<file path="src/rtl/clk_div_pkg.sv">
// Shared definitions for the clock divider bank.
// Contents:
//   CNT_W_DEFAULT  default divisor/counter width
//   MIN_DIV        smallest legal divisor; requests of 0 or 1 are raised to this value
//   ch_state_e     per-channel run/stop state
//   clamp_div()    raise a requested divisor to MIN_DIV
//   high_len()     number of high cycles in one period, (D+1)>>1
package clk_div_pkg;

  localparam int CNT_W_DEFAULT = 12;
  localparam int MIN_DIV       = 2;

  typedef enum logic [1:0] {
    CH_IDLE     = 2'd0,
    CH_RUN      = 2'd1,
    CH_STOPPING = 2'd2
  } ch_state_e;

  function automatic logic [31:0] clamp_div(input logic [31:0] d);
    return (d < 32'(MIN_DIV)) ? 32'(MIN_DIV) : d;
  endfunction

  // Odd divisors give the extra cycle to the high phase.
  function automatic logic [31:0] high_len(input logic [31:0] d);
    return (d + 32'd1) >> 1;
  endfunction

endpackage

</file>
<file path="src/rtl/clk_divider_bank_if.sv">
// Bus bundle between the divider bank and its user.
// Ports (seen from the slave / divider bank side):
//   en[NUM_CH]        in   per-channel run request (level)
//   sync_start        in   one-cycle pulse restarting every enabled channel in phase
//   cfg_wr            in   one-cycle divisor write strobe
//   cfg_ch[CH_W]      in   target channel of cfg_wr
//   cfg_div[CNT_W]    in   requested divisor
//   clk_out[NUM_CH]   out  divided clock levels
//   rise_stb[NUM_CH]  out  strobe on the first high cycle of each period
//   fall_stb[NUM_CH]  out  strobe on the first low cycle of each period
//   running[NUM_CH]   out  channel is counting
//   cfg_busy[NUM_CH]  out  divisor write waiting to be applied
interface clk_divider_bank_if #(
  parameter int NUM_CH = 4,
  parameter int CNT_W  = 12,
  parameter int CH_W   = (NUM_CH > 1) ? $clog2(NUM_CH) : 1
);

  logic [NUM_CH-1:0] en;
  logic              sync_start;
  logic              cfg_wr;
  logic [CH_W-1:0]   cfg_ch;
  logic [CNT_W-1:0]  cfg_div;
  logic [NUM_CH-1:0] clk_out;
  logic [NUM_CH-1:0] rise_stb;
  logic [NUM_CH-1:0] fall_stb;
  logic [NUM_CH-1:0] running;
  logic [NUM_CH-1:0] cfg_busy;

  modport master (
    output en, sync_start, cfg_wr, cfg_ch, cfg_div,
    input  clk_out, rise_stb, fall_stb, running, cfg_busy
  );

  modport slave (
    input  en, sync_start, cfg_wr, cfg_ch, cfg_div,
    output clk_out, rise_stb, fall_stb, running, cfg_busy
  );

endinterface

</file>
<file path="src/rtl/clk_div_channel.sv">
// One programmable divider channel: period counter, active and pending
// divisor, and the run/stop state machine.
// Ports:
//   clk, rst    system clock, synchronous active-high reset
//   en          run request (level)
//   sync_start  restart at cnt=0 if en is high
//   cfg_wr      divisor write strobe for this channel
//   cfg_div     requested divisor (0/1 stored as 2)
//   clk_out     divided clock level (registered)
//   rise_stb    first high cycle of a period
//   fall_stb    first low cycle of a period
//   running     channel is counting
//   cfg_busy    divisor write pending
//
// state        | meaning
// CH_IDLE      | stopped, cnt held at 0, outputs low, pending divisor applied every edge
// CH_RUN       | counting 0..D-1 and wrapping
// CH_STOPPING  | en dropped; finish the current period, then go idle at the wrap
module clk_div_channel
  import clk_div_pkg::*;
#(
  parameter int CNT_W       = CNT_W_DEFAULT,
  parameter int DEFAULT_DIV = 2
) (
  input  logic             clk,
  input  logic             rst,
  input  logic             en,
  input  logic             sync_start,
  input  logic             cfg_wr,
  input  logic [CNT_W-1:0] cfg_div,
  output logic             clk_out,
  output logic             rise_stb,
  output logic             fall_stb,
  output logic             running,
  output logic             cfg_busy
);

  localparam logic [CNT_W-1:0] RST_DIV = CNT_W'(DEFAULT_DIV);
  localparam logic [CNT_W-1:0] ONE     = CNT_W'(1);

  ch_state_e        state_q, state_d;
  logic [CNT_W-1:0] cnt_q, cnt_d;
  logic [CNT_W-1:0] div_act_q, div_act_d;
  logic [CNT_W-1:0] pend_div_q, pend_div_d;
  logic             pend_vld_q, pend_vld_d;
  logic             clk_out_q, clk_out_d;
  logic             rise_q, rise_d;
  logic             fall_q, fall_d;

  logic             wrap;
  logic             restart;
  logic             apply;
  logic             run_nxt;
  logic [CNT_W-1:0] high_nxt;

  assign wrap    = (state_q != CH_IDLE) && (cnt_q == div_act_q - ONE);
  assign restart = sync_start && en;

  always_ff @(posedge clk) begin
    if (rst) begin
      state_q    <= CH_IDLE;
      cnt_q      <= '0;
      div_act_q  <= RST_DIV;
      pend_div_q <= RST_DIV;
      pend_vld_q <= 1'b0;
      clk_out_q  <= 1'b0;
      rise_q     <= 1'b0;
      fall_q     <= 1'b0;
    end else begin
      state_q    <= state_d;
      cnt_q      <= cnt_d;
      div_act_q  <= div_act_d;
      pend_div_q <= pend_div_d;
      pend_vld_q <= pend_vld_d;
      clk_out_q  <= clk_out_d;
      rise_q     <= rise_d;
      fall_q     <= fall_d;
    end
  end

  // Stopping is decided at the wrap edge: en low there ends the channel,
  // en back high before then resumes counting without a break.
  always_comb begin
    state_d = state_q;
    unique case (state_q)
      CH_IDLE:     if (en) state_d = CH_RUN;
      CH_RUN:      if (!en) state_d = wrap ? CH_IDLE : CH_STOPPING;
      CH_STOPPING: begin
        if (en)        state_d = CH_RUN;
        else if (wrap) state_d = CH_IDLE;
      end
      default:     state_d = CH_IDLE;
    endcase
    if (restart) state_d = CH_RUN;
  end

  // Datapath and registered outputs, all derived from the next counter value
  // so the outputs line up with cnt in the same cycle.
  always_comb begin
    // A divisor only takes effect on a period boundary (or while idle), so
    // the output never sees a truncated or stretched phase.
    apply      = pend_vld_q && ((state_q == CH_IDLE) || wrap || restart);
    div_act_d  = apply ? pend_div_q : div_act_q;
    pend_div_d = pend_div_q;
    pend_vld_d = pend_vld_q && !apply;
    // A write landing on the apply edge still commits the old value and
    // leaves the new one pending.
    if (cfg_wr) begin
      pend_div_d = CNT_W'(clamp_div(32'(cfg_div)));
      pend_vld_d = 1'b1;
    end

    run_nxt = (state_d != CH_IDLE);
    cnt_d   = '0;
    if (run_nxt && !restart && (state_q != CH_IDLE) && !wrap) begin
      cnt_d = cnt_q + ONE;
    end

    high_nxt  = CNT_W'(high_len(32'(div_act_d)));
    clk_out_d = run_nxt && (cnt_d < high_nxt);
    rise_d    = run_nxt && (cnt_d == '0);
    fall_d    = run_nxt && (cnt_d == high_nxt);
  end

  assign clk_out  = clk_out_q;
  assign rise_stb = rise_q;
  assign fall_stb = fall_q;
  assign running  = (state_q != CH_IDLE);
  assign cfg_busy = pend_vld_q;

endmodule

</file>
<file path="src/rtl/clk_divider_bank.sv">
// Bank of NUM_CH independent programmable clock dividers on one clock.
// Ports:
//   clk    system clock, all logic on posedge
//   rst    synchronous active-high reset
//   bus    clk_divider_bank_if slave: run requests, sync_start, divisor
//          writes in; divided levels, strobes, running and cfg_busy out
module clk_divider_bank
  import clk_div_pkg::*;
#(
  parameter int NUM_CH      = 4,
  parameter int CNT_W       = CNT_W_DEFAULT,
  parameter int DEFAULT_DIV = 2
) (
  input  logic               clk,
  input  logic               rst,
  clk_divider_bank_if.slave  bus
);

  logic [NUM_CH-1:0] wr_stb;
  logic [NUM_CH-1:0] clk_out_v;
  logic [NUM_CH-1:0] rise_v;
  logic [NUM_CH-1:0] fall_v;
  logic [NUM_CH-1:0] running_v;
  logic [NUM_CH-1:0] busy_v;

  // Out-of-range channel numbers match no strobe and are dropped.
  always_comb begin
    wr_stb = '0;
    for (int i = 0; i < NUM_CH; i++) begin
      if (bus.cfg_wr && (32'(bus.cfg_ch) == i)) wr_stb[i] = 1'b1;
    end
  end

  for (genvar g = 0; g < NUM_CH; g++) begin : g_ch
    clk_div_channel #(
      .CNT_W       (CNT_W),
      .DEFAULT_DIV (DEFAULT_DIV)
    ) u_ch (
      .clk        (clk),
      .rst        (rst),
      .en         (bus.en[g]),
      .sync_start (bus.sync_start),
      .cfg_wr     (wr_stb[g]),
      .cfg_div    (bus.cfg_div),
      .clk_out    (clk_out_v[g]),
      .rise_stb   (rise_v[g]),
      .fall_stb   (fall_v[g]),
      .running    (running_v[g]),
      .cfg_busy   (busy_v[g])
    );
  end

  assign bus.clk_out  = clk_out_v;
  assign bus.rise_stb = rise_v;
  assign bus.fall_stb = fall_v;
  assign bus.running  = running_v;
  assign bus.cfg_busy = busy_v;

endmodule
</file>
<file path="src/flat_wrapper.sv">
// flat-port wrapper written by rule: the top's interface ports become plain ports
module clk_divider_bank_flat import clk_div_pkg::*;
#(
  parameter int NUM_CH      = 4,
  parameter int CNT_W       = CNT_W_DEFAULT,
  parameter int DEFAULT_DIV = 2
)
  (clk, rst, bus_en, bus_sync_start, bus_cfg_wr, bus_cfg_ch, bus_cfg_div, bus_clk_out, bus_rise_stb, bus_fall_stb, bus_running, bus_cfg_busy);
  clk_divider_bank_if #(.NUM_CH(NUM_CH), .CNT_W(CNT_W)) bus_i ();
  input  logic clk;
  input  logic rst;
  input wire logic [$bits(bus_i.en)-1:0] bus_en;
  input wire logic [$bits(bus_i.sync_start)-1:0] bus_sync_start;
  input wire logic [$bits(bus_i.cfg_wr)-1:0] bus_cfg_wr;
  input wire logic [$bits(bus_i.cfg_ch)-1:0] bus_cfg_ch;
  input wire logic [$bits(bus_i.cfg_div)-1:0] bus_cfg_div;
  output wire logic [$bits(bus_i.clk_out)-1:0] bus_clk_out;
  output wire logic [$bits(bus_i.rise_stb)-1:0] bus_rise_stb;
  output wire logic [$bits(bus_i.fall_stb)-1:0] bus_fall_stb;
  output wire logic [$bits(bus_i.running)-1:0] bus_running;
  output wire logic [$bits(bus_i.cfg_busy)-1:0] bus_cfg_busy;
  assign bus_i.en = bus_en;
  assign bus_i.sync_start = bus_sync_start;
  assign bus_i.cfg_wr = bus_cfg_wr;
  assign bus_i.cfg_ch = bus_cfg_ch;
  assign bus_i.cfg_div = bus_cfg_div;
  assign bus_clk_out = bus_i.clk_out;
  assign bus_rise_stb = bus_i.rise_stb;
  assign bus_fall_stb = bus_i.fall_stb;
  assign bus_running = bus_i.running;
  assign bus_cfg_busy = bus_i.cfg_busy;
  clk_divider_bank #(.NUM_CH(NUM_CH), .CNT_W(CNT_W), .DEFAULT_DIV(DEFAULT_DIV)) u_core (.clk(clk), .rst(rst), .bus(bus_i));
endmodule
</file>
<file path="config.mk">
export PLATFORM = sky130hd
export DESIGN_NAME = clk_divider_bank_flat
export DESIGN_NICKNAME = d
export VERILOG_FILES = /design/src/rtl/clk_div_pkg.sv /design/src/rtl/clk_divider_bank_if.sv /design/src/rtl/clk_div_channel.sv /design/src/rtl/clk_divider_bank.sv /design/src/flat_wrapper.sv
export SDC_FILE = /design/constraint.sdc
export NUM_CORES = 1
export LEC_CHECK = 0
export ABC_AREA = 1
export BUFFER_PORTS_ARGS = -buffer_cell sky130_fd_sc_hd__buf_2
export CAP_MARGIN = 5
export CORE_MARGIN = 5
export CORE_UTILIZATION = 50
export DETAILED_ROUTE_END_ITERATION = 8
export GPL_ROUTABILITY_DRIVEN = 1
export PLACE_DENSITY = 0.67
export SETUP_SLACK_MARGIN = 0.3
export SLEW_MARGIN = 40
export SYNTH_ARGS = -nofsm -noshare
export SYNTH_HDL_FRONTEND = slang
export SYNTH_HIERARCHICAL = 1
export SYNTH_SLANG_ARGS = --single-unit
</file>
<file path="constraint.sdc">
create_clock -name clk -period 4.98 [get_ports clk]
set_clock_uncertainty 0.2 [all_clocks]
set_input_delay 0.249 -clock clk [delete_from_list [all_inputs] [get_ports clk]]
set_output_delay 0.249 -clock clk [all_outputs]
set_load 0.1 [all_outputs]
</file>
Word level (Yosys, flattened, before mapping)
Index checks and enable logic that the tools add are counted.

cells by class
  $add $sub $neg = 12
  $mul = 0
  divide/modulo/power cells = 0
  $lt $le $gt $ge = 5
  equal/unequal tests = 19
  shift operators = 0
  muxes and demuxes = 45
  bitwise operators = 0
  reduce and logical (&&, ||, !) cells = 81

operator list
  cell                                                                            count
  12-bit two-way mux                                                              9
  12-bit equality test                                                            8
  12-bit by 1-bit adder with 13-bit output (second input constant)                4
  12-bit by 1-bit adder with 12-bit output (second input constant)                4
  12-bit zero test                                                                4
  12-bit less-than comparator                                                     4
  2-bit two-way mux                                                               24
  12-bit by 1-bit subtractor with 12-bit output (second input constant)           4
  1-bit logical AND                                                               44
  2-bit one-hot mux with 3 select lines                                           4
  2-bit nonzero test                                                              8
  2-bit equality test (second input constant)                                     6
  1-bit zero test                                                                 12
  12-bit by 2-bit less-than comparator with 1-bit output (second input constant)  1
  2-bit by 1-bit equality test with 1-bit output (second input constant)          5
  2-bit zero test                                                                 5
  1-bit logical OR                                                                8
  1-bit two-way mux                                                               8

word-level totals
  flip-flop bits (word level) = 168
  bits in latches = 0
  RAM bits = 0
  ROM bits = 0
  bits of input ports = 22
  output and inout bits = 20
  word-level logic and storage cells = 194
  memories = 0

Logic depth before layout (Yosys ltp)
Gate-level depths: netlist (run 1).

  depth after elaboration = 14
  depth in mapped cells = 29
  depth with buffers taken out = 28

By module
The synthesis (run 1) kept the hierarchy.

modules (own cells, without submodules)
  module                                     instances  cells each  area each (um^2)  seq. area each (um^2)
  clk_div_channel (u_core.g_ch[0].u_ch ...)  3          448         3010.4            840.8
  clk_div_channel (u_core.g_ch[1].u_ch)      1          420         2899.0            840.8
  clk_divider_bank                           1          8           30.0              0.0

Worst setup path before layout (run 1)
OpenSTA, ideal clock, no wires.

  path kind = flip-flop to flip-flop
  start = reg u_core.g_ch[1].u_ch.state_q[1]
  end = reg u_core.g_ch[1].u_ch.clk_out_q
  library setup time = 0.115 ns
  arrival time = 3.586 ns
  required time = 4.665 ns
  setup slack = 1.080 ns
  stages on the path, launching flop included = 20
  buffers on the path = 2
  clock period less this slack = 3.900 ns
  cells stage by stage = dfxtp_1 > or2_2 > clkbuf_1 > nand3_4 > nand2_4 > buf_8 > nand2_2 > o21ai_4 > inv_2 > ha_1 > nand3_1 > nor2_4 > nand3_2 > nand2_1 > ha_1 > nand2_1 > nor2_1 > a211oi_1 > o221ai_1 > a2111oi_0

on the way
  elaborated cells on any way between the ends = 25
  those cells by class = 1 x add/sub; 1 x order compare; 2 x eq/ne; 9 x mux; 12 x reduce/logical

RTL lines
  element                                   RTL line                source
  start: declaration                        clk_div_channel.sv:41   ch_state_e state_q, state_d;
  start signal: assignment                  clk_div_channel.sv:70   state_q <= state_d;
  2-bit nonzero test                        --
  via bus_running[1]                        flat_wrapper.sv:20      output wire logic [$bits(bus_i.running)-1:0] bus_running;
  1-bit logical AND                         clk_div_channel.sv:56   assign wrap = (state_q != CH_IDLE) && (cnt_q == div_act_q - ONE);
  1-bit logical OR (2 in a row)             clk_div_channel.sv:102  apply = pend_vld_q && ((state_q == CH_IDLE) || wrap || restart);
  1-bit logical AND                         clk_div_channel.sv:102
  12-bit two-way mux                        clk_div_channel.sv:103  div_act_d = apply ? pend_div_q : div_act_q;
  via u_core.g_ch[1].u_ch.div_act_d[0]      clk_div_channel.sv:43   logic [CNT_W-1:0] div_act_q, div_act_d;
  12-bit by 1-bit adder with 13-bit output  clk_div_pkg.sv:25       return (d + 32'd1) >> 1;
  12-bit less-than comparator               clk_div_channel.sv:120  clk_out_d = run_nxt && (cnt_d < high_nxt);
  1-bit logical AND                         clk_div_channel.sv:120
  end signal: assignment                    clk_div_channel.sv:75   clk_out_q <= clk_out_d;
  end: declaration                          clk_div_channel.sv:46   logic clk_out_q, clk_out_d;

The timed path passes the listed nets, and every way through them passes these cells.
A chain may end at the register's enable or synchronous reset.

Worst setup path in the final report (run 1)
  start = reg u_core.g_ch[2].u_ch.div_act_q[0]
  end = reg u_core.g_ch[2].u_ch.clk_out_q

on the way
  elaborated cells on any way between the ends = 22
  those cells by class = 2 x add/sub; 1 x order compare; 1 x eq/ne; 8 x mux; 10 x reduce/logical

RTL lines
  element                                        RTL line                source
  start: declaration                             clk_div_channel.sv:43
  start signal: assignment                       clk_div_channel.sv:72   div_act_q <= div_act_d;
  12-bit by 1-bit subtractor with 12-bit output  clk_div_channel.sv:56
  12-bit equality test                           clk_div_channel.sv:56
  1-bit logical AND                              clk_div_channel.sv:56
  1-bit logical OR (2 in a row)                  clk_div_channel.sv:102
  1-bit logical AND                              clk_div_channel.sv:102
  12-bit two-way mux (*)                         clk_div_channel.sv:103
  via u_core.g_ch[2].u_ch.div_act_d[0]           clk_div_channel.sv:43
  12-bit by 1-bit adder with 13-bit output (*)   clk_div_pkg.sv:25
  12-bit less-than comparator (*)                clk_div_channel.sv:120
  1-bit logical AND (*)                          clk_div_channel.sv:120
  end signal: assignment                         clk_div_channel.sv:75
  end: declaration                               clk_div_channel.sv:46

The timed path passes the listed nets; every way through them passes the cells marked *.

==> results.md, run 1 <==
* Status: finished, final reports clean
* Clk sinks at 168
* Final Max Slew Viols at 0
* Comb power frac at 17.4%
* Proportion of layout cells with a drive suffix above 1 at between 10% and 20%
* Postcts setup bufs at 0
* CP peak stage delay at 0.34 ns
* Setup TNS at 0 ns
* Htree depth at 4
* Register area share after synthesis at between 20 and 30%
* Nets at 1,883
* Critical-path cell with the highest stage delay: a2111oi_0
* 1st-iter DRT viols at between 800 and 900
* Leakage at roughly 0.0060 uW
* Internal at between 2000 and 2500 uW
* DRT Wirelength at 30.4 mm
* RSZ-0062 raised after global routing: true
* Avg Inst Size Synth at ~6.7 um2
* Switching share of power at between 30% and 40%
* R2R setup slack at around 0.73 ns
* Cell count after synthesis at 1,772
* Number of I/O pins at 42
* Routability cong. at 0.885
* Drt pass-1 iters at 7
* CTS root buffer: clkbuf_16
* Yosys warns at 6
* Clk buf depth at 2
* Syn_nets at 1,854
* Power Total at around 3200 uW
* Pin slew with the least headroom to its limit at 0.785 ns
* Register bit total from synthesis at 168
* PortBufs at 41
* DRC violations left at 0
* Part of the power in registers at between 40 and 50%
* Chip height at between 150 and 200 um
* Starting Density at 50.8%
* Pwr dens at 249 mW/mm2
* Die footprint at about 0.027 mm2
* Core area at about 0.024 mm2
* Worst Path Class, Setup: register to register
* Fin util at roughly 55%
* Initial antenna violation count at 1
* Num CTS Buffers at 17
* CTS tree: built
* Largest net degree at the start of global routing at 67
* Worst hold margin at between 0.02 and 0.025 ns
* Max cap viols at 0
* Vias at 11,091
* VDD IR max at ~180 uV
* Fmax at 235 MHz
* Distinct cells, synth at 39
* Critical Path RT at 5.09 ns
* Final setup viols at 0
* GRT Util Overall at between 20% and 30%
* Min Tclk post-route at ~4.2 ns
* Die X at between 150 and 200 um
* Routed wire per std cell at 14.2 um
* Rel. slew slack at 47.6%
* Class of the worst hold path: primary input to register
* Post-Syn Area at 0.0120 mm2
* FP Rows at 56
* CP max FO at 20
* Clock latency at the later pin of the worst-skew pair at about 0.43 ns
* Final Cycle Share at 85.3%
* Final ANT Viol Nets at 0
* P_sw at 1030 uW
* Via/cell ratio at just over 5
* Grt total ovfl at 0
* DP Wirelength at around 24 mm
* Worst-path clk slew at 0.07 ns
* Synthesis-to-finish area growth at 8.63%
* First-pass GRT wire length at between 50 and 60 mm
* Final Hold Violating Endpoints at 0
* Vias in the first global route at approximately 10,000
* Startpoint types: register
* Clock power frac at between 30% and 40%
* Arr. time, crit path at between 4 and 5 ns
* Critical Path Sink Type: register
-- kinds of logic (layout without fill, tap and decap cells) --
kind of cell,after synthesis,after routing,synth area share [%]
and+or+nand+nor,1066,1066,44.5
buffers and inverters,255,297,8.99
DFF,168,168,28.1
AOI/OAI and AO/OA,164,164,7.79
adders and majority gates,60,60,6.28
xor gates and xnor gates,59,59,4.32
other,0,1,0
-- critical path: cells and delay by family (launching register included) --
family                   cells  cell delay, ns
adder cells (fa/ha/maj)      3            0.79
AND/OR/NAND/NOR             13            1.51
flip-flops                   1            0.32
buffers and inverters        3            0.32
AO/OA/AOI/OAI                6            0.98
-- synthesized netlist by cell type (all sizes together) --
library cell	number	share of area [%]
nand3b	30	1.9
nand3	150	7.8
buf	18	1.5
inv	209	6.6
nand2	475	18
o211ai	3	0.19
nor3	28	1.2
nor2	321	13
a21oi	54	2.4
nand4	41	2.4
or2	10	0.52
o21a	6	0.38
dfxtp	168	28
a2111oi	4	0.29
xor2	49	3.6
nor4	11	0.58
xnor2	10	0.73
o21ai	95	4.4
ha	60	6.3
a211oi	1	0.063
o221ai	1	0.073
clkbuf	28	0.88
-- path summary, 6_finish.rpt --
| path | endpoint | start | depth (start not counted) |
|---|---|---|---|
| worst min-delay path | u_core/g_ch[0].u_ch/pend_div_q[2]$_SDFFE_PP0P_ | bus_cfg_div[2] | 3 |
| worst min register to register | u_core/g_ch[3].u_ch/pend_div_q[1]$_SDFFE_PP1P_ | u_core/g_ch[3].u_ch/pend_div_q[1]$_SDFFE_PP1P_ | 2 |
| worst max register to register | u_core/g_ch[2].u_ch/clk_out$_SDFF_PP0_ | u_core/g_ch[2].u_ch/div_act_q[0]$_SDFF_PP0_ | 25 |
| worst max-delay path | u_core/g_ch[2].u_ch/clk_out$_SDFF_PP0_ | u_core/g_ch[2].u_ch/div_act_q[0]$_SDFF_PP0_ | 25 |
-- cell type report --
| class | instances | area (um2) |
|---|---|---|
| Clock buffer | 20 | 447 |
| Clock inverter | 12 | 96.3 |
| Tap cell | 319 | 399 |
| Timing Repair Buffer | 56 | 353 |
| Sequential cell | 168 | 3360 |
| Antenna cell | 1 | 2.50 |
| Multi-Input combinational cell | 1349 | 7550 |
| Inverter | 209 | 785 |
| Fill cell | 2347 | 10600 |
-- cells in the final DEF, fill, tap and decap left out, drive strengths merged --
master,instances
or2,10
nand4,41
nand2,475
dlygate4sd3,13
dfxtp,168
nand3,150
clkinvlp,4
nor3,28
clkbuf,20
o21ai,95
xor2,49
nor2,321
buf,43
a2111oi,4
nand3b,30
clkinv,5
o221ai,1
a21oi,54
xnor2,10
inv,212
diode,1
ha,60
a211oi,1
o211ai,3
nor4,11
o21a,6
-- state kept, by name, summed over array words and instances, names as in the netlist --
| register | count |
|---|---|
| u_core/g_ch.u_ch/clk_out | 4 |
| u_core/g_ch.u_ch/fall_stb | 4 |
| u_core/g_ch.u_ch/rise_stb | 4 |
| u_core/g_ch.u_ch/div_act_q | 48 |
| u_core/g_ch.u_ch/state_q | 8 |
| u_core/g_ch.u_ch/cfg_busy | 4 |
| u_core/g_ch.u_ch/pend_div_q | 48 |
| u_core/g_ch.u_ch/cnt_q | 48 |
-- power groups by stage --
stage	registers (uW)	clock network (uW)	logic, uW
detailed placement	1460	0	551
floorplan	1530	0	376
global route	1440	1330	624
finish	1430	1240	563
CTS	1430	1270	561
global placement	1460	0	545
-- per-stage QoR --
stage	instance area (um2)	setup slack (ns)	cells
floorplan	12000	1.08	1772
global placement	12300	0.852	2088
detailed placement	12300	0.750	2088
CTS	13000	0.728	2133
global route	13000	0.293	2134
finish	13000	0.732	2134
-- per-layer routing --
layer  vias to the layer above  GRT usage [%]  wire length, um  share of wire, %
met4                         0           5.60              523               1.7
met5                         -              0                0                 0
li1                       5740              -                -                 -
met1                      5054           31.4            14500                48
met2                       254           38.6            14200                47
met3                        43           3.14             1210               4.0
-- timing repair --
action | CTS | global route
endpoints found under the setup margin | 0 | 3
hold buffers | 13 | 0
hold endpoints to repair | 37 | 0
resized for setup | 0 | 4
Power figures use the tool's default switching activity.
==> inputs of run 2 (changes only) <==
--- a/config.mk
+++ b/config.mk
@@ -12,7 +12,7 @@
 export CORE_UTILIZATION = 50
 export DETAILED_ROUTE_END_ITERATION = 8
 export GPL_ROUTABILITY_DRIVEN = 1
-export PLACE_DENSITY = 0.67
+export PLACE_DENSITY = 0.69
 export SETUP_SLACK_MARGIN = 0.3
 export SLEW_MARGIN = 40
 export SYNTH_ARGS = -nofsm -noshare
==> run 2 against run 1 <==
  * Global-route usage is 0.21 points lower
  * Via count is 0.39% lower
  * Sequential share of layout area hardly changed
  * Setup slack better by 0.0074 ns
==> results.md, run 2 (synthesis gave the netlist of run 1 again) <==
* Status: finished, final reports clean (unchanged)
* Critical-path cell with the highest stage delay: a2111oi_0 (unchanged)
* Routed wire per std cell at 14.3 um (was 14.2 um)
* R2R setup slack at 0.74 ns (was 0.73 ns)
* Class of the worst hold path: primary input to register (unchanged)
* Min Tclk post-route at 4.24 ns (was 4.25 ns)
* RSZ-0062 raised after global routing: false (was true)
* Critical path's top delay family: simple AND/OR/NAND/NOR gates (unchanged)
* 1st-iter DRT viols at 792 (was 832)
* Fin cells at 2,134 (unchanged)
* Setup crit start: u_core/g_ch[0].u_ch/div_act_q[0]$_SDFF_PP0_ (was u_core/g_ch[2].u_ch/div_act_q[0]$_SDFF_PP0_)
* Setup TNS at 0 ns (unchanged)
* Final Hold Violating Endpoints at 0 (unchanged)
* Reg2reg end: u_core/g_ch[0].u_ch/clk_out$_SDFF_PP0_ (was u_core/g_ch[2].u_ch/clk_out$_SDFF_PP0_)
* Num CTS Buffers at 17 (unchanged)
* Drt pass-1 iters at 6 (was 7)
* Proportion of layout cells with a drive suffix above 1 at 16.5% (was 16.4%)
* Grt total ovfl at 0 (unchanged)
* Critical Path Sink Type: register (unchanged)
* R2R Path Start: u_core/g_ch[0].u_ch/div_act_q[0]$_SDFF_PP0_ (was u_core/g_ch[2].u_ch/div_act_q[0]$_SDFF_PP0_)
* Largest net degree at the start of global routing at 68 (was 67)
* Final Cycle Share at 85.2% (was 85.3%)
* Nets at 1,884 (was 1,883)
* Worst r2r path cells at 25 (unchanged)
* Final setup viols at 0 (unchanged)
* Startpoint types: register (unchanged)
* Routability cong. at 0.909 (was 0.885)
* Final Max Slew Viols at 0 (unchanged)
* Vias at 11,048 (was 11,091)
* Clk buf depth at 2 (unchanged)
* PortBufs at 41 (unchanged)
* Part of the power in registers at 43.4% (was 44.3%)
* Clock latency at the later pin of the worst-skew pair at 0.43 ns (about the same)
* Arr. time, crit path at 4.36 ns (about the same)
* Chip height at 165 um (unchanged)
* VDD IR max at 214 uV (was 176 uV)
* Commonest non-fill, non-tap cell in the layout: nand2_1 (unchanged)
* Critical Path RT at 5.10 ns (was 5.09 ns)
* Die X at 165 um (unchanged)
* FP Rows at 56 (unchanged)
* Core area at 0.0235 mm2 (unchanged)
* Vias in the first global route at 10,282 (was 10,459)
* Clock power frac at 39.6% (was 38.3%)
* Antenna fix cells at 0 (was 1)
* Clk sinks at 168 (unchanged)
* Switching share of power at 31.9% (was 31.8%)
* Htree depth at 4 (unchanged)
* Regs by FF count: u_core/g_ch.u_ch/cnt_q (48), u_core/g_ch.u_ch/div_act_q (48), u_core/g_ch.u_ch/pend_div_q (48) (unchanged)
* Postcts setup bufs at 0 (unchanged)
* Comb power frac at 17.0% (was 17.4%)
* Number of I/O pins at 42 (unchanged)
* P_sw at 1050 uW (was 1030 uW)
* Pin slew with the least headroom to its limit at 0.777 ns (was 0.785 ns)
* CTS root buffer: clkbuf_16 (unchanged)
* Buf/Inv on CP at 3 (unchanged)
* CP peak stage delay at 0.33 ns (was 0.34 ns)
* Rel. slew slack at 48.0% (was 47.6%)
* Leakage at 0.00604 uW (was 0.00601 uW)
* Placed cell count at 2,087 (was 2,088)
* DRC violations left at 0 (unchanged)
* Final ANT Viol Nets at 0 (unchanged)
* Initial antenna violation count at 0 (was 1)
* Min-delay src: bus_cfg_ch[0] (was bus_cfg_div[2])
* Worst hold path depth at 3 (unchanged)
* Max cap viols at 0 (unchanged)
* Worst-path clk slew at 0.08 ns (was 0.07 ns)
* Starting Density at 50.8% (unchanged)
* Die footprint at 0.0271 mm2 (unchanged)
* Worst Path Class, Setup: register to register (unchanged)
* DP Wirelength at 23.6 mm (was 23.9 mm)
* Synthesis-to-finish area growth at 8.78% (was 8.63%)
* Internal at 2250 uW (was 2210 uW)
* CTS tree: built (unchanged)
* CP max FO at 20 (unchanged)
* DRT Wirelength at 30.5 mm (was 30.4 mm)
* Fmax at 236 MHz (was 235 MHz)
* Pwr dens at 254 mW/mm2 (was 249 mW/mm2)
* Commonest cells after routing, fill and taps aside: nand2_1, nor2_1, inv_1 (unchanged)
* WHS Endpoint: u_core/g_ch[2].u_ch/pend_div_q[0]$_SDFFE_PP0P_ (was u_core/g_ch[0].u_ch/pend_div_q[2]$_SDFFE_PP0P_)
* Via/cell ratio at 5.18 (was 5.20)
* First-pass GRT wire length at 50.3 mm (was 50.9 mm)
* GRT Util Overall at 22.8% (was 23.0%)
-- run 2: power groups by stage --
| stage | registers (uW) | clock network (uW) | logic [uW] |
|---|---|---|---|
| 3_5_place_dp | 1460 | 0 | 550 |
| 6_report | 1430 | 1310 | 561 |
| 4_1_cts | 1430 | 1330 | 562 |
| 5_1_grt | 1440 | 1390 | 619 |
| 2_1_floorplan | 1530 | 0 | 376 |
| 3_3_place_gp | 1460 | 0 | 545 |
-- run 2: repair_timing --
| item | 4_1_cts | 5_1_grt |
|---|---|---|
| hold endpoints to repair | 36 | 0 |
| setup endpoints to repair | 0 | 1 |
| resized for setup | 0 | 1 |
| hold buffers | 15 | 0 |
-- run 2: how the worst max path moves through the flow --
stage | to | slack [ns] | cells past startpoint
final | u_core/g_ch[0].u_ch/clk_out$_SDFF_PP0_ | 0.74 | 25
after detailed placement | u_core/g_ch[0].u_ch/clk_out$_SDFF_PP0_ | 0.73 | 25
after global placement | u_core/g_ch[1].u_ch/clk_out$_SDFF_PP0_ | 0.86 | 26
after global routing | u_core/g_ch[1].u_ch/clk_out$_SDFF_PP0_ | 0.30 | 26
after CTS | u_core/g_ch[0].u_ch/clk_out$_SDFF_PP0_ | 0.74 | 25
after floorplan | u_core/g_ch[1].u_ch/clk_out$_SDFF_PP0_ | 1.08 | 19
-- run 2: cell type report --
class | count | area, um2
fillers | 2348 | 10500
multi-input cells | 1349 | 7530
flip-flops and latches | 168 | 3360
inverters | 209 | 785
clock buffers | 18 | 429
well taps | 319 | 399
repair buffers | 57 | 365
clock inverters | 14 | 138
-- run 2: layer usage --
layer / part of all wire (%) / GRT usage, % / vias up
met1: 48 / 31.2 / 5065
met3: 3.6 / 2.62 / 32
li1: - / - / 5748
met5: 0 / 0 / -
met4: 1.4 / 5.75 / 0
met2: 47 / 38.3 / 203
-- run 2: per-stage QoR --
step	worst slack (ns)	power (uW)	utilization [%]	hold slack, ns	cell area [um2]
2_1_floorplan	1.08	1900	-	0.128	12000
3_3_place_gp	0.861	2010	52.2	0.242	12300
3_5_place_dp	0.734	2010	52.2	0.246	12300
4_1_cts	0.741	3330	55.2	0.0327	13000
5_1_grt	0.304	3450	55.3	0.0753	13000
6_report	0.739	3300	55.3	0.0522	13000
-- run 2: worst min-delay path: cells and delay by family --
kind / cells / cell delay [ns]
simple gates: 1 / 0.12
compound gates: 1 / 0.16
buf+inv: 1 / 0.10
==> inputs of run 3 (changes only) <==
--- a/config.mk
+++ b/config.mk
@@ -5,9 +5,9 @@
 export SDC_FILE = /design/constraint.sdc
 export NUM_CORES = 1
 export LEC_CHECK = 0
-export ABC_AREA = 1
 export BUFFER_PORTS_ARGS = -buffer_cell sky130_fd_sc_hd__buf_2
 export CAP_MARGIN = 5
+export CORE_ASPECT_RATIO = 1.75
 export CORE_MARGIN = 5
 export CORE_UTILIZATION = 50
 export DETAILED_ROUTE_END_ITERATION = 8
==> run 3 against run 2 <==
  * Sequential share of layout area is 1.0 points lower
  * Non-clock buffer count is 71 higher
  * Area after synthesis is 1.2% lower
  * Combinational power is 26% lower
  * Hold slack worse by 0.041 ns
  * First-iteration DRC count is 12% lower
  * Critical path type unchanged
  * Critical endpoint is now u_core/g_ch[3].u_ch/clk_out$_SDFF_PP0_
  * Highest routed layer is now met5
==> results.md, run 3 <==
* Synth area leaders: dfxtp_1, nor2_1, xnor2_1, mux2i_1, ha_1 (was dfxtp_1, nand2_1, nor2_1, ha_1, inv_1)
* Routability cong. at 0.893 (was 0.909)
* DRT Wirelength at 31.7 mm (was 30.5 mm)
* Critical Path RT at 5.13 ns (was 5.10 ns)
* R2R Path Start: u_core/g_ch[3].u_ch/div_act_q[2]$_SDFF_PP0_ (was u_core/g_ch[0].u_ch/div_act_q[0]$_SDFF_PP0_)
* Number of I/O pins at 42 (unchanged)
* Distinct cells, synth at 77 (was 39)
* Min Tclk post-route at 4.55 ns (was 4.24 ns)
* Post-synth top cells: nor2_1, dfxtp_1, xnor2_1 (was nand2_1, nor2_1, inv_1)
* CP max FO at 8 (was 20)
* Core area at 0.0233 mm2 (was 0.0235 mm2)
* Cell count after synthesis at 1,477 (was 1,772)
* Chip height at 213 um (was 165 um)
* Worst hold margin at 0.0112 ns (was 0.0522 ns)
* Commonest register cell after synthesis: dfxtp_1 (unchanged)
* Worst r2r path cells at 19 (was 25)
* Placed cell count at 1,779 (was 2,087)
* Clk sinks at 168 (unchanged)
* VDD IR max at 217 uV (was 214 uV)
* 1st-iter DRT viols at 697 (was 792)
* Antenna fix cells at 0 (unchanged)
* Yosys top cell by area: dfxtp_1 (unchanged)
* Power Total at 3180 uW (was 3300 uW)
* Worst hold path depth at 3 (unchanged)
* DRC violations left at 0 (unchanged)
* Clock latency at the later pin of the worst-skew pair at 0.45 ns (was 0.43 ns)
* Htree depth at 4 (unchanged)
* Buf/Inv on CP at 1 (was 3)
* Post-Syn Area at 0.0118 mm2 (was 0.0120 mm2)
* Min-delay src: bus_cfg_div[9] (was bus_cfg_ch[0])
* Initial antenna violation count at 1 (was 0)
* Startpoint types: register (unchanged)
* Reg2reg end: u_core/g_ch[3].u_ch/clk_out$_SDFF_PP0_ (was u_core/g_ch[0].u_ch/clk_out$_SDFF_PP0_)
* Commonest cells after routing, fill and taps aside: nor2_1, dfxtp_1, xnor2_1 (was nand2_1, nor2_1, inv_1)
* Fmax at 220 MHz (was 236 MHz)
* Num CTS Buffers at 17 (unchanged)
* Setup TNS at 0 ns (unchanged)
* Fin util at 58.2% (was 55.3%)
* Syn_nets at 1,559 (was 1,854)
* Status: finished, final reports clean (unchanged)
* Largest net degree at the start of global routing at 55 (was 68)
* Fin cells at 1,838 (was 2,134)
* Synth async-reset ratio at 0% (unchanged)
* First-pass GRT wire length at 51.4 mm (was 50.3 mm)
* Sequence of cells on the critical path: buf_6 -> nand2b_4 -> o31a_1 -> or4_4 -> nor4_4 -> o2111ai_4 -> a21boi_4 -> mux2i_4 -> ha_4 -> nand3_1 -> xor2_1 -> nand2_1 -> o21ai_2 -> ha_1 -> a21o_1 -> a21o_1 -> a211oi_2 -> nor2_1 -> a2111oi_2
* Critical-path cell with the highest stage delay: or4_4 (was a2111oi_0)
* Final Cycle Share at 91.4% (was 85.2%)
* Rel. slew slack at 42.8% (was 48.0%)
* Avg Inst Size Synth at 8.00 um2 (was 6.75 um2)
* Proportion of layout cells with a drive suffix above 1 at 16.4% (was 16.5%)
* Pwr dens at 234 mW/mm2 (was 254 mW/mm2)
* Leakage at 0.00510 uW (was 0.00604 uW)
* Vias at 10,614 (was 11,048)
* Critical Path Sink Type: register (unchanged)
* Fill cells at 2,100 (was 2,348)
* Drt pass-1 iters at 5 (was 6)
* Post-synth EDFFs at 0 (unchanged)
* Arr. time, crit path at 4.70 ns (was 4.36 ns)
* RSZ-0062 raised after global routing: true (was false)
* Via/cell ratio at 5.77 (was 5.18)
* Regs by FF count: u_core/g_ch.u_ch/cnt_q (48), u_core/g_ch.u_ch/div_act_q (48), u_core/g_ch.u_ch/pend_div_q (48) (unchanged)
* Vias in the first global route at 10,559 (was 10,282)
* CP peak stage delay at 0.55 ns (was 0.33 ns)
* Final Hold Violating Endpoints at 0 (unchanged)
* Final ANT Viol Nets at 0 (unchanged)
* Routed wire per std cell at 17.3 um (was 14.3 um)
* R2R setup slack at 0.43 ns (was 0.74 ns)
* CTS tree: built (unchanged)
* Worst Path Class, Setup: register to register (unchanged)
* Die X at 126 um (was 165 um)
* DP Wirelength at 23.7 mm (was 23.6 mm)
* Register bit total from synthesis at 168 (unchanged)
* Die footprint at 0.0269 mm2 (was 0.0271 mm2)
* Max cap viols at 0 (unchanged)
* Crit-path most repeated cell: a21o_1
* Final setup viols at 0 (unchanged)
* Commonest non-fill, non-tap cell in the layout: nor2_1 (was nand2_1)
* Cell with the most instances after synthesis: nor2_1 (was nand2_1)
* PortBufs at 41 (unchanged)
* Yosys warns at 6 (unchanged)
* Worst-path clk slew at 0.07 ns (was 0.08 ns)
* Grt total ovfl at 0 (unchanged)
* Register area share after synthesis at 28.4% (was 28.1%)
* Synthesis-to-finish area growth at 14.8% (was 8.78%)
* Area share of the largest cell type after synthesis at 28.4% (was 28.1%)
* Nets at 1,603 (was 1,884)
* Final Max Slew Viols at 0 (unchanged)
* Pin slew with the least headroom to its limit at 0.858 ns (was 0.777 ns)
* Clk buf depth at 2 (unchanged)
* WHS Endpoint: u_core/g_ch[2].u_ch/pend_div_q[9]$_SDFFE_PP0P_ (was u_core/g_ch[2].u_ch/pend_div_q[0]$_SDFFE_PP0P_)
* Critical path's top delay family: compound AO/OA/AOI/OAI gates (was simple AND/OR/NAND/NOR gates)
* FP Rows at 74 (was 56)
* CTS root buffer: clkbuf_16 (unchanged)
* Class of the worst hold path: primary input to register (unchanged)
* GRT Util Overall at 23.4% (was 22.8%)
* Starting Density at 50.7% (was 50.8%)
-- run 3: changes by cell type after synthesis, moves of 24 or more --
cell,previous run,this run
and3_1,0,28
nor2_2,35,1
inv_1,185,37
clkbuf_1,28,55
inv_2,24,0
mux2i_1,0,82
nand3_1,128,94
nand2_1,380,80
xor2_1,49,74
nand2_2,76,0
nand3b_1,30,4
xnor2_1,10,104
o21ai_0,80,38
-- run 3: worst max-delay path by stage --
stage / slack (ns) / endpoint / cells past startpoint / startpoint
detailed placement: -0.14 / u_core/g_ch[3].u_ch/clk_out$_SDFF_PP0_ / 18 / u_core/g_ch[3].u_ch/div_act_q[1]$_SDFF_PP1_
global route: 0.20 / u_core/g_ch[2].u_ch/clk_out$_SDFF_PP0_ / 21 / u_core/g_ch[2].u_ch/div_act_q[0]$_SDFF_PP0_
global placement: -0.13 / u_core/g_ch[3].u_ch/clk_out$_SDFF_PP0_ / 18 / u_core/g_ch[3].u_ch/div_act_q[1]$_SDFF_PP1_
CTS: 0.27 / u_core/g_ch[3].u_ch/clk_out$_SDFF_PP0_ / 18 / u_core/g_ch[3].u_ch/div_act_q[2]$_SDFF_PP0_
floorplan: 0.30 / u_core/g_ch[0].u_ch/clk_out$_SDFF_PP0_ / 21 / u_core/g_ch[0].u_ch/div_act_q[0]$_SDFF_PP0_
finish: 0.43 / u_core/g_ch[3].u_ch/clk_out$_SDFF_PP0_ / 19 / u_core/g_ch[3].u_ch/div_act_q[2]$_SDFF_PP0_
-- run 3: kinds of logic (layout without fill, tap and decap cells) --
| group | count (synthesis) | after routing | synth area share, % |
|---|---|---|---|
| and+or+nand+nor | 646 | 646 | 26.9 |
| AOI/OAI and AO/OA | 195 | 195 | 11.3 |
| xor gates and xnor gates | 180 | 180 | 13.6 |
| DFF | 168 | 168 | 28.4 |
| buffers and inverters | 140 | 197 | 5.78 |
| muxes | 88 | 88 | 7.58 |
| adders and majority gates | 60 | 60 | 6.35 |
-- run 3: area by class of cell --
cell class / instances / area [um2] / share of cell area (%)
tap: 304 / 380 / 2.80
inverter: 37 / 139 / 1.02
clock buffer: 17 / 425 / 3.13
multi-input combinational: 1169 / 8180 / 60.2
clock inverter: 15 / 164 / 1.21
timing repair buffer: 128 / 916 / 6.75
sequential: 168 / 3370 / 24.9
-- run 3: repair_timing --
item / in CTS / in global routing
buffers inserted: 7 / 9
pin swaps: 23 / 25
gates cloned: 0 / 0
hold buffers: 11 / 0
endpoints found under the hold margin: 30 / 0
resized for setup: 39 / 55
endpoints found under the setup margin: 5 / 6
-- run 3: where the power goes --
part / switching [uW] / internal (uW) / leakage [uW]
logic: 276 / 140 / 0.00346
clock network: 610 / 747 / 0.000279
registers: 33.0 / 1370 / 0.00136
total: 919 / 2260 / 0.00510
-- run 3: per-layer routing --
metal  routed length (um)  share of wire (%)  GRT usage [%]  vias to the layer above
li1                     -                  -              -                     5226
met5                   13              0.041              0                        -
met2                17300                 55           45.3                      246
met4                 1520                4.8           12.7                        2
met1                11900                 38           23.5                     5044
met3                  949                3.0           4.19                       96
-- run 3: worst min-delay path, delay by kind of cell --
kind                   cells  cell delay (ns)
buffers and inverters      1             0.17
multiplexers               1             0.15
AND/OR/NAND/NOR            1             0.05
-- run 3: metrics by stage --
stage                     instance area, um2  setup WS [ns]
after floorplan                        11800          0.301
after global placement                 12300         -0.129
after detailed placement               12300         -0.138
after CTS                              13200          0.267
after global routing                   13600          0.197
final                                  13600          0.426
